`src/rtl/packet_fifo.sv`:
```
// Receive-side packet FIFO behind the SRAM controller's mem2fifo port.
// It shows the head packet first-word-fall-through and drives the controller's full back-pressure flag.
module packet_fifo #(
    parameter int DEPTH        = 8,
    parameter int WIDTH        = 32,
    parameter int AFULL_MARGIN = 1
) (
    input  logic             clk,
    input  logic             reset,
    input  logic             replay_iter_flag,
    input  logic             mem2fifo_valid,
    input  logic [WIDTH-1:0] mem2fifo_packet,
    output logic             full,
    output logic             out_valid,
    output logic [WIDTH-1:0] out_packet,
    input  logic             out_ready,
    output logic [$clog2(DEPTH):0] count,
    output logic             overflow
);

    localparam int AW = $clog2(DEPTH);
    localparam int CW = AW + 1;
    localparam logic [CW-1:0] DEPTH_C  = CW'(DEPTH);
    localparam logic [CW-1:0] THRESH_C = CW'(DEPTH - AFULL_MARGIN);

    logic [WIDTH-1:0] mem [DEPTH];
    logic [AW-1:0]    rd_ptr;
    logic [AW-1:0]    wr_ptr;
    logic             push_accept;
    logic             pop_fire;

    // Push acceptance depends only on the registered count. The margin region still accepts writes, so a read already in flight in the SRAM is not lost.
    assign push_accept = mem2fifo_valid && (count < DEPTH_C);
    assign pop_fire    = out_valid && out_ready;

    assign full       = (count >= THRESH_C);
    assign out_valid  = (count != '0);
    assign out_packet = out_valid ? mem[rd_ptr] : '0;

    always_ff @(posedge clk) begin
        if (!replay_iter_flag && push_accept) begin
            mem[wr_ptr] <= mem2fifo_packet;
        end
    end

    always_ff @(posedge clk or negedge reset) begin
        if (!reset) begin
            rd_ptr   <= '0;
            wr_ptr   <= '0;
            count    <= '0;
            overflow <= 1'b0;
        end else if (replay_iter_flag) begin
            rd_ptr   <= '0;
            wr_ptr   <= '0;
            count    <= '0;
            overflow <= 1'b0;
        end else begin
            if (push_accept) begin
                wr_ptr <= wr_ptr + 1'b1;
            end
            if (pop_fire) begin
                rd_ptr <= rd_ptr + 1'b1;
            end
            if (mem2fifo_valid && !push_accept) begin
                overflow <= 1'b1;
            end
            case ({push_accept, pop_fire})
                2'b10:   count <= count + CW'(1);
                2'b01:   count <= count - CW'(1);
                default: count <= count;
            endcase
        end
    end

endmodule

```
`config.mk`:
```
export PLATFORM = sky130hd
export DESIGN_NAME = packet_fifo
export DESIGN_NICKNAME = d
export VERILOG_FILES = /design/src/rtl/packet_fifo.sv
export SDC_FILE = /design/constraint.sdc
export NUM_CORES = 1
export LEC_CHECK = 0
export ABC_AREA = 1
export ABC_CLOCK_PERIOD_IN_PS = 3000
export CAP_MARGIN = 20
export CORE_MARGIN = 1
export CORE_UTILIZATION = 45
export CTS_BUF_LIST = sky130_fd_sc_hd__clkbuf_4 sky130_fd_sc_hd__clkbuf_8
export CTS_CLUSTER_SIZE = 30
export DETAILED_ROUTE_END_ITERATION = 8
export GPL_ROUTABILITY_DRIVEN = 0
export PLACE_DENSITY = 0.69
export SLEW_MARGIN = 20
export SYNTH_ARGS = -nofsm -noshare
export SYNTH_HDL_FRONTEND = slang
export SYNTH_SLANG_ARGS = --single-unit
export TNS_END_PERCENT = 30
```
`constraint.sdc`:
```
create_clock -name clk -period 3 [get_ports clk]
set_input_delay 0.3 -clock clk [delete_from_list [all_inputs] [get_ports clk]]
set_output_delay 0.3 -clock clk [all_outputs]
set_load 0.01 [all_outputs]
```
## Word level (Yosys, flattened, before mapping)

Memory sizes are Yosys's and may differ from the RTL's.
Cells that the tools add are included.

| word-level totals | value |
|---|---|
| memories | 1 |
| memory bits (writable) | 256 |
| output and inout bits | 39 |
| register bits after elaboration | 11 |
| logic and storage cells | 35 |

Memory list:

| name | words | bits a word | read ports | clocked after memory_dff | write ports | RTL line | source |
|---|---|---|---|---|---|---|---|
| mem | 8 | 32 | 1 | 0 | 1 | 26 | `logic [WIDTH-1:0] mem [DEPTH];` |

| cells by class | value |
|---|---|
| reductions and logical operators | 11 |
| mux-type cells | 11 |
| eq/ne operators | 2 |
| order comparisons | 2 |
| add/sub/neg operators | 4 |

Operators with widths:

| cell | count |
|---|---|
| 32-bit 2-to-1 mux | 1 |
| 3-bit 2-to-1 mux | 4 |
| 4-bit case mux with 2 select lines | 1 |
| 3-bit by 1-bit adder with 3-bit output, second input constant | 2 |
| 2-bit nonzero test | 3 |
| 4-bit by 1-bit adder with 4-bit output, second input constant | 1 |
| 4-bit by 3-bit >= comparator with 1-bit output, second input constant | 1 |
| 1-bit logical AND | 4 |
| 4-bit less-than comparator, second input constant | 1 |
| 1-bit 2-to-1 mux | 4 |
| 4-bit 2-to-1 mux | 1 |
| 4-bit nonzero test | 1 |
| 4-bit by 1-bit subtractor with 4-bit output, second input constant | 1 |
| 3-bit nonzero test | 1 |
| 2-bit by 1-bit equality test with 1-bit output, second input constant | 1 |
| 2-bit equality test, second input constant | 1 |
| 1-bit logical NOT | 2 |

## Depth between registers and ports, before layout

Gate-level depths: netlist of run 1.

| logic depth | value |
|---|---|
| word-level depth | 6 |
| mapped depth | 12 |
| depth with buffers taken out | 12 |

## Least setup slack after synthesis of run 1

Ideal clock, no wire load.

| timing path | value |
|---|---|
| path type | register to register |
| from | reg count[3] |
| to | mem mem[0][0] (enable) |
| slack | 0.310 ns |
| stages on the path, launching flop included | 6 |
| setup time | 0.421 ns |
| arrival | 2.269 ns |
| path through | dfrtp_1 -> inv_2 -> nand2_4 -> nor2_2 -> nand2_1 -> nor2_1 |

| between the ends | value |
|---|---|
| cells in the longest elaborated chain, start to end | 5 |

Ends and longest elaborated chain:

| element | RTL line | source |
|---|---|---|
| start, declared | 17 | `output logic [$clog2(DEPTH):0] count,` |
| start signal, assigned | 68 | `2'b10: count <= count + CW'(1);` |
| start signal, assigned | 69 | `2'b01: count <= count - CW'(1);` |
| start signal, assigned | 70 | `default: count <= count;` |
| 4-bit less-than comparator | 33 | `assign push_accept = mem2fifo_valid && (count < DEPTH_C);` |
| 1-bit logical AND | 33 |  |
| 1-bit logical AND | 41 | `if (!replay_iter_flag && push_accept) begin` |
| 1-bit 2-to-1 mux | 41 |  |
| 1-bit 2-to-1 mux (not written as such) | 42 | `mem[wr_ptr] <= mem2fifo_packet;` |
| end, declared | 26 |  |

No other way between the ends.

## Worst setup path after layout of run 1

| timing path | value |
|---|---|
| from | reg rd_ptr[0] |
| to | out out_packet[4] |

| between the ends | value |
|---|---|
| cells in the longest elaborated chain, start to end | 2 |

Ends and longest elaborated chain:

| element | RTL line | source |
|---|---|---|
| start, declared | 27 | `logic [AW-1:0] rd_ptr;` |
| start signal, assigned | 62 | `rd_ptr <= rd_ptr + 1'b1;` |
| memory 8 x 32 bit | n/a |  |
| 32-bit 2-to-1 mux | 38 | `assign out_packet = out_valid ? mem[rd_ptr] : '0;` |
| end, declared | 15 | `output logic [WIDTH-1:0] out_packet,` |

No other way between the ends.

==> impl_metrics.toml, run 1 <==
[outcome]
status = "complete, no violations"

[logic_synthesis]
seq_area_frac_synth_pct = 74.5
synth_warnings = 0
synth_seq_cells = 267
syn_area_per_cell_sq_um = 12.5
yosys.area.top_type = "edfxtp_1"
synth-main-ff-cell = "edfxtp_1"
synthTopCellsByCount = "edfxtp_1 (256), nor2_1 (237), o21ai_0 (151)"
synth_edf_count = 256
async_flop_share_pct = 4.12
synth_area_sq_mm = 0.0107
synth_cell_type_count = 23
yosysTopAreaCellShare_pct = 71.9
synth_area_leaders = "edfxtp_1 (72%), nor2_1 (8.3%), o21ai_0 (7.1%)"
syn_nets = 899
postSynthCellCount = 858
yosysMostFrequentCell = "edfxtp_1"

[cells_and_area]
multiInputGateArea_sq_mm = 0.00245
stdcell_count = 1304
utilization_pct = 54.7
nFillCells = 1945
register_area_sq_mm = 0.00797
nets = 994
antenna_cells = 0
stdcell_area_sq_mm = 0.0128
drive_above_1_share_pct = 11.9
syn2layout_area_growth_pct = 19.8

[job]
drv_cap = 0

[placed_design]
port_buffers = 75
placed_area_sq_mm = 0.0119
dp_hpwl_mm = 12.2
pre_cts_ws_ns = 0.444
dp.cells = 1225

[sta]
rsz0062_at_grt = "true"
period_share_pct = 97.6
max-slew-margin-rel_pct = 62.5
finClkSkew_ns = 0.0124
drv_slew = 0
final.setup.tns_ns = 0
layout_setup_ws_ns = 0.0716
hold_violations = 0
max_clock_freq_ghz = 0.341
finalSetupViolCount = 0
fin_crit_ns = 2.93
worstMarginPinSlew_ns = 0.561

[critical_path]
critPathArrivalTime_ns = 2.63
r2r_end = "count[3]$_DFFE_PN0P_"
cp.required_ns = 2.70
r2r_start = "count[0]$_DFFE_PN0P_"
crit_path_top_delay_cell = "clkdlybuf4s50_1"
cpPeakStageDelay_ns = 0.59
worst_setup_path_start_kind = "register"
crit_chain = "inv_4 -> buf_12 -> nor2_1 -> o21ai_1 -> o21ai_1 -> a31oi_1 -> clkdlybuf4s50_1"
r2r_setup_slack_ns = 0.85
crit_type = "reg2out"
rr_worst_depth = 11
cpMostUsedCell = "o21ai_1"
end_kind = "output port"
crit_fanout = 52

[pwr]
p_leak_nw = 4.40
sw_frac_of_total_pct = 30.8
comb_power_share_pct = 29.2
ir_worst_vdd_uv = 423
p_seq_share_pct = 42.7
clock_power_share_pct = 28.1
powerDensity_mw_per_mm2 = 791
power.internal_mw = 7.01
p_switching_mw = 3.12

[die]
die_w_um = 156
initial_core_util_pct = 45.7
fp.dieH_um = 156
core_sq_mm = 0.0234
io_pins = 76
rows = 56
die-area_sq_mm = 0.0244

[route]
wire_per_inst_um = 17.3
first_pass_iters = 5
ant_nets = 0
drc = 0
dr.first_iter.drc_count = 485
num_vias = 6832
viasPerCell = 5.24
routed_wirelength_mm = 22.6

[grt]
antenna_found_initial = 1
grt_start_max_net_pins = 53
grt_overflow = 0
grt_pass1_vias = 6450
track_usage_pct = 19.1
grt_first_pass_wirelength_mm = 35.1

[clock_network]
htreeDepth = 2
cts_sinks = 267
cts_hold_buf = 0
clk_latency_ns = 0.54
cts-root-buf = "clkbuf_8"
cts_tree = "yes"
clk_pin_slew_worst_paths_ns = 0.06
numCtsBuffers = 42
max-clock-path-buffers = 3

[min_path]
hold_class = "in2async"
-- sequential cells by signal, summed over array words and instances, names as in the netlist --
name,cells
count,4
wr_ptr,3
rd_ptr,3
overflow,1
mem,256
-- worst max-delay path by stage --
stage               slack, ns                  start                  end
floorplan                0.31   count[3]$_DFFE_PN0P_  mem[0][0]$_DFFE_PP_
global placement         0.44  rd_ptr[0]$_DFFE_PN0P_       out_packet[31]
detailed placement       0.44  rd_ptr[0]$_DFFE_PN0P_       out_packet[31]
CTS                     0.005  rd_ptr[1]$_DFFE_PN0P_       out_packet[13]
global route            -0.02  rd_ptr[0]$_DFFE_PN0P_        out_packet[4]
finish                   0.07  rd_ptr[0]$_DFFE_PN0P_        out_packet[4]
-- placed cells by master, fill, tap and decap left out, types with 2 or more instances in the layout --
cell type and count:
o21ai_1 48, a31oi_2 2, buf_12 7, nand2_4 3, clkbuf_8 44, clkinv_1 12
nand2_1 24, nor2_2 4, nand3_1 8, buf_16 2, ha_1 4, o21ai_0 151
a21oi_1 4, buf_4 16, inv_1 15, o21ai_2 2, inv_2 3, dlymetal6s2s_1 6
nor2_1 229, a31oi_1 30, clkbuf_4 12, clkinv_2 5, dfrtp_1 9, buf_6 2
edfxtp_1 256, clkdlybuf4s50_1 69, nor2_4 8
-- power groups by stage --
stage	sequential, mW	clock, mW	combinational [mW]
detailed placement	4.40	0	2.89
global placement	4.39	0	2.86
global route	4.34	3.07	3.28
floorplan	4.38	0	1.68
finish	4.32	2.85	2.96
CTS	4.32	2.91	2.98
-- cells by family (layout without fill, tap and decap cells) --
kind of cell,Yosys count,count (layout),synth area share [%]
flops,267,267,74.5
fa+ha+maj,4,4,0.468
buf+inv,71,198,3.24
simple gates,277,277,10.1
compound gates,239,239,11.7
-- worst max-delay path: cells and delay by family, from the launching register on --
family,cells,cell delay (ns)
simple gates,1,0.07
compound gates,3,0.49
buf+inv,3,0.99
flops,1,0.52
-- repair_timing --
action                     in CTS  in global routing
gates resized for setup         6                 13
setup endpoints to repair      12                 16
cloned                          1                  0
buffers inserted                0                  2
-- through the flow --
stage | hold WS [ns] | power, mW
2_1_floorplan | 0.00441 | 6.06
3_3_place_gp | 0.488 | 7.25
3_5_place_dp | 0.489 | 7.28
4_1_cts | 0.115 | 10.2
5_1_grt | 0.154 | 10.7
6_report | 0.125 | 10.1
-- final cells by class --
class	instances	area share, %
multi-input cells	520	19.2
well taps	319	3.12
flip-flops and latches	267	62.2
repair buffers	103	8.73
inverters	19	0.576
clock inverters	20	0.762
clock buffers	56	5.43
-- per-layer routing --
metal / up-vias / share of wire (%) / GRT usage, %
li1: 3281 / - / -
met4: 2 / 2.1 / 6.26
met1: 3311 / 43 / 24.7
met3: 41 / 5.9 / 4.11
met5: - / 0.049 / 0
met2: 197 / 49 / 31.9
Power figures use the tool's default switching activity.
==> run 2: changes to the inputs <==
Settings changed: ABC_CLOCK_PERIOD_IN_PS 3000 to 2400, HOLD_SLACK_MARGIN set to 0.12, PLACE_DENSITY 0.69 to 0.71.
Clock period 3 ns to 2.4 ns, I/O delays scaled along.
==> impl_metrics.toml, run 2 (synthesis results as in run 1) <==
[sta]
max_clock_freq_ghz = 0.409
drv_slew = 0
fin_crit_ns = 2.45
layout_setup_ws_ns = -0.0475
max-slew-margin-rel_pct = 60.7
finClkSkew_ns = 0.0152
finalSetupViolCount = 7
worstMarginPinSlew_ns = 0.587
hold_violations = 0
rsz0062_at_grt = "true"
period_share_pct = 102

[grt]
antenna_found_initial = 0
grt_overflow = 0
track_usage_pct = 20.9
grt_start_max_net_pins = 47
grt_first_pass_wirelength_mm = 38.2
grt_pass1_vias = 6860

[critical_path]
cp_num_buf_inv = 3
cpPeakStageDelay_ns = 0.59
crit_chain = "clkinv_8 -> bufbuf_16 -> nor2_1 -> o21ai_2 -> o21ai_1 -> a31oi_2 -> buf_2"
crit_path_top_delay_cell = "dfrtp_4"
cp.required_ns = 2.16
critPathArrivalTime_ns = 2.21
rr_worst_depth = 11
critPathTopFamily = "flip-flops"
end_kind = "output port"
crit_type = "reg2out"
crit_fanout = 9
worst_setup_path_start_kind = "register"
cp_num_cells = 7

[die]
fp.dieH_um = 156
rows = 56
initial_core_util_pct = 45.7
core_sq_mm = 0.0234
die-area_sq_mm = 0.0244
io_pins = 76
die_w_um = 156

[min_path]
min_path_cells = 1
hold_class = "in2reg"

[pwr]
comb_power_share_pct = 32.7
p_switching_mw = 4.26
sw_frac_of_total_pct = 31.8
clock_power_share_pct = 27.0
power.internal_mw = 9.16
totalPowerFinal_mw = 13.4
powerDensity_mw_per_mm2 = 997
p_seq_share_pct = 40.3
ir_worst_vdd_uv = 448
p_leak_nw = 4.70

[cells_and_area]
antenna_cells = 0
utilization_pct = 57.5
mostFrequentLayoutCells = "edfxtp_1 (256), nor2_1 (217), o21ai_0 (102)"
top_register = "mem"
final_common_cell = "edfxtp_1"
reg_top3 = "mem: 256 flops, count: 4 flops"
drive_above_1_share_pct = 20.2
largest_reg_flops = 256
syn2layout_area_growth_pct = 25.9
nets = 1036

[route]
routed_wirelength_mm = 25.3
drc = 0
num_vias = 7158
wire_per_inst_um = 18.8
viasPerCell = 5.33
first_pass_iters = 6
dr.first_iter.drc_count = 541
ant_nets = 0

[clock_network]
cts-root-buf = "clkbuf_8"
htreeDepth = 2
clk_pin_slew_worst_paths_ns = 0.06
numCtsBuffers = 43
max-clock-path-buffers = 3
clk_latency_ns = 0.55
cts_tree = "yes"
cts_sinks = 267

[job]
drv_cap = 0

[placed_design]
dp_hpwl_mm = 12.8
port_buffers = 75

[outcome]
status = "complete, but fails checks"
failed_checks = "setup timing"
==> run 2: final timing paths <==
check,from,to,slack (ns)
setup / recovery,rd_ptr[0]$_DFFE_PN0P_,out_packet[14],-0.05
hold / removal,mem2fifo_packet[7],mem[3][7]$_DFFE_PP_,0.41
setup reg to reg,count[1]$_DFFE_PN0P_,count[3]$_DFFE_PN0P_,0.35
hold reg to reg,overflow$_DFFE_PN0P_,overflow$_DFFE_PN0P_,0.52
max in group asynchronous,reset,rd_ptr[0]$_DFFE_PN0P_,1.32
min in group asynchronous,reset,rd_ptr[2]$_DFFE_PN0P_,0.63
==> run 2: final cells by class <==
cell class | count | area, sq um
clock inverters | 16 | 75.1
clock buffers | 59 | 718
well taps | 319 | 399
inverters | 19 | 83.8
repair buffers | 144 | 1680
multi-input cells | 520 | 2540
fillers | 1845 | 9940
flip-flops and latches | 267 | 7970
==> run 2: through the flow <==
| step | hold WS (ns) | instances | worst slack, ns | setup TNS (ns) | area [sq um] |
|---|---|---|---|---|---|
| floorplan | -0.0556 | 858 | -0.290 | -72.56 | 10700 |
| global placement | 0.495 | 1237 | 0.140 | 0 | 12100 |
| detailed placement | 0.507 | 1237 | 0.0875 | 0 | 12100 |
| CTS | 0.386 | 1337 | -0.0918 | -0.996 | 13300 |
| global route | 0.425 | 1344 | -0.145 | -2.80 | 13500 |
| finish | 0.415 | 1344 | -0.0475 | -0.124 | 13500 |
==> run 2: power by group through the flow <==
stage	Sequential (mW)	Clock [mW]	Combinational, mW
6_report	5.41	3.62	4.39
5_1_grt	5.42	3.90	4.78
4_1_cts	5.40	3.69	4.16
3_5_place_dp	5.48	0	3.81
3_3_place_gp	5.48	0	3.75
2_1_floorplan	5.48	0	2.10
==> run 2: what timing repair did <==
item	in CTS	in global routing
hold buffers	1	0
gates cloned	8	4
setup buffers	16	6
resized for setup	167	61
endpoints found under the hold margin	11	0
pin swaps	7	17
endpoints found under the setup margin	32	32
==> run 2: layer usage <==
metal	vias up	global-route usage (%)	routed length [um]
met3	44	4.03	1490
met1	3516	27.5	11000
met5	-	0	0
met4	0	7.56	542
li1	3372	-	-
met2	226	34.8	12300
==> run 2: worst register-to-register path, delay by kind of cell, from the launching register on <==
family        cells  cell delay, ns
fa+ha+maj         1            0.28
flops             1            0.44
buf+inv           2            0.15
simple gates      8            1.07
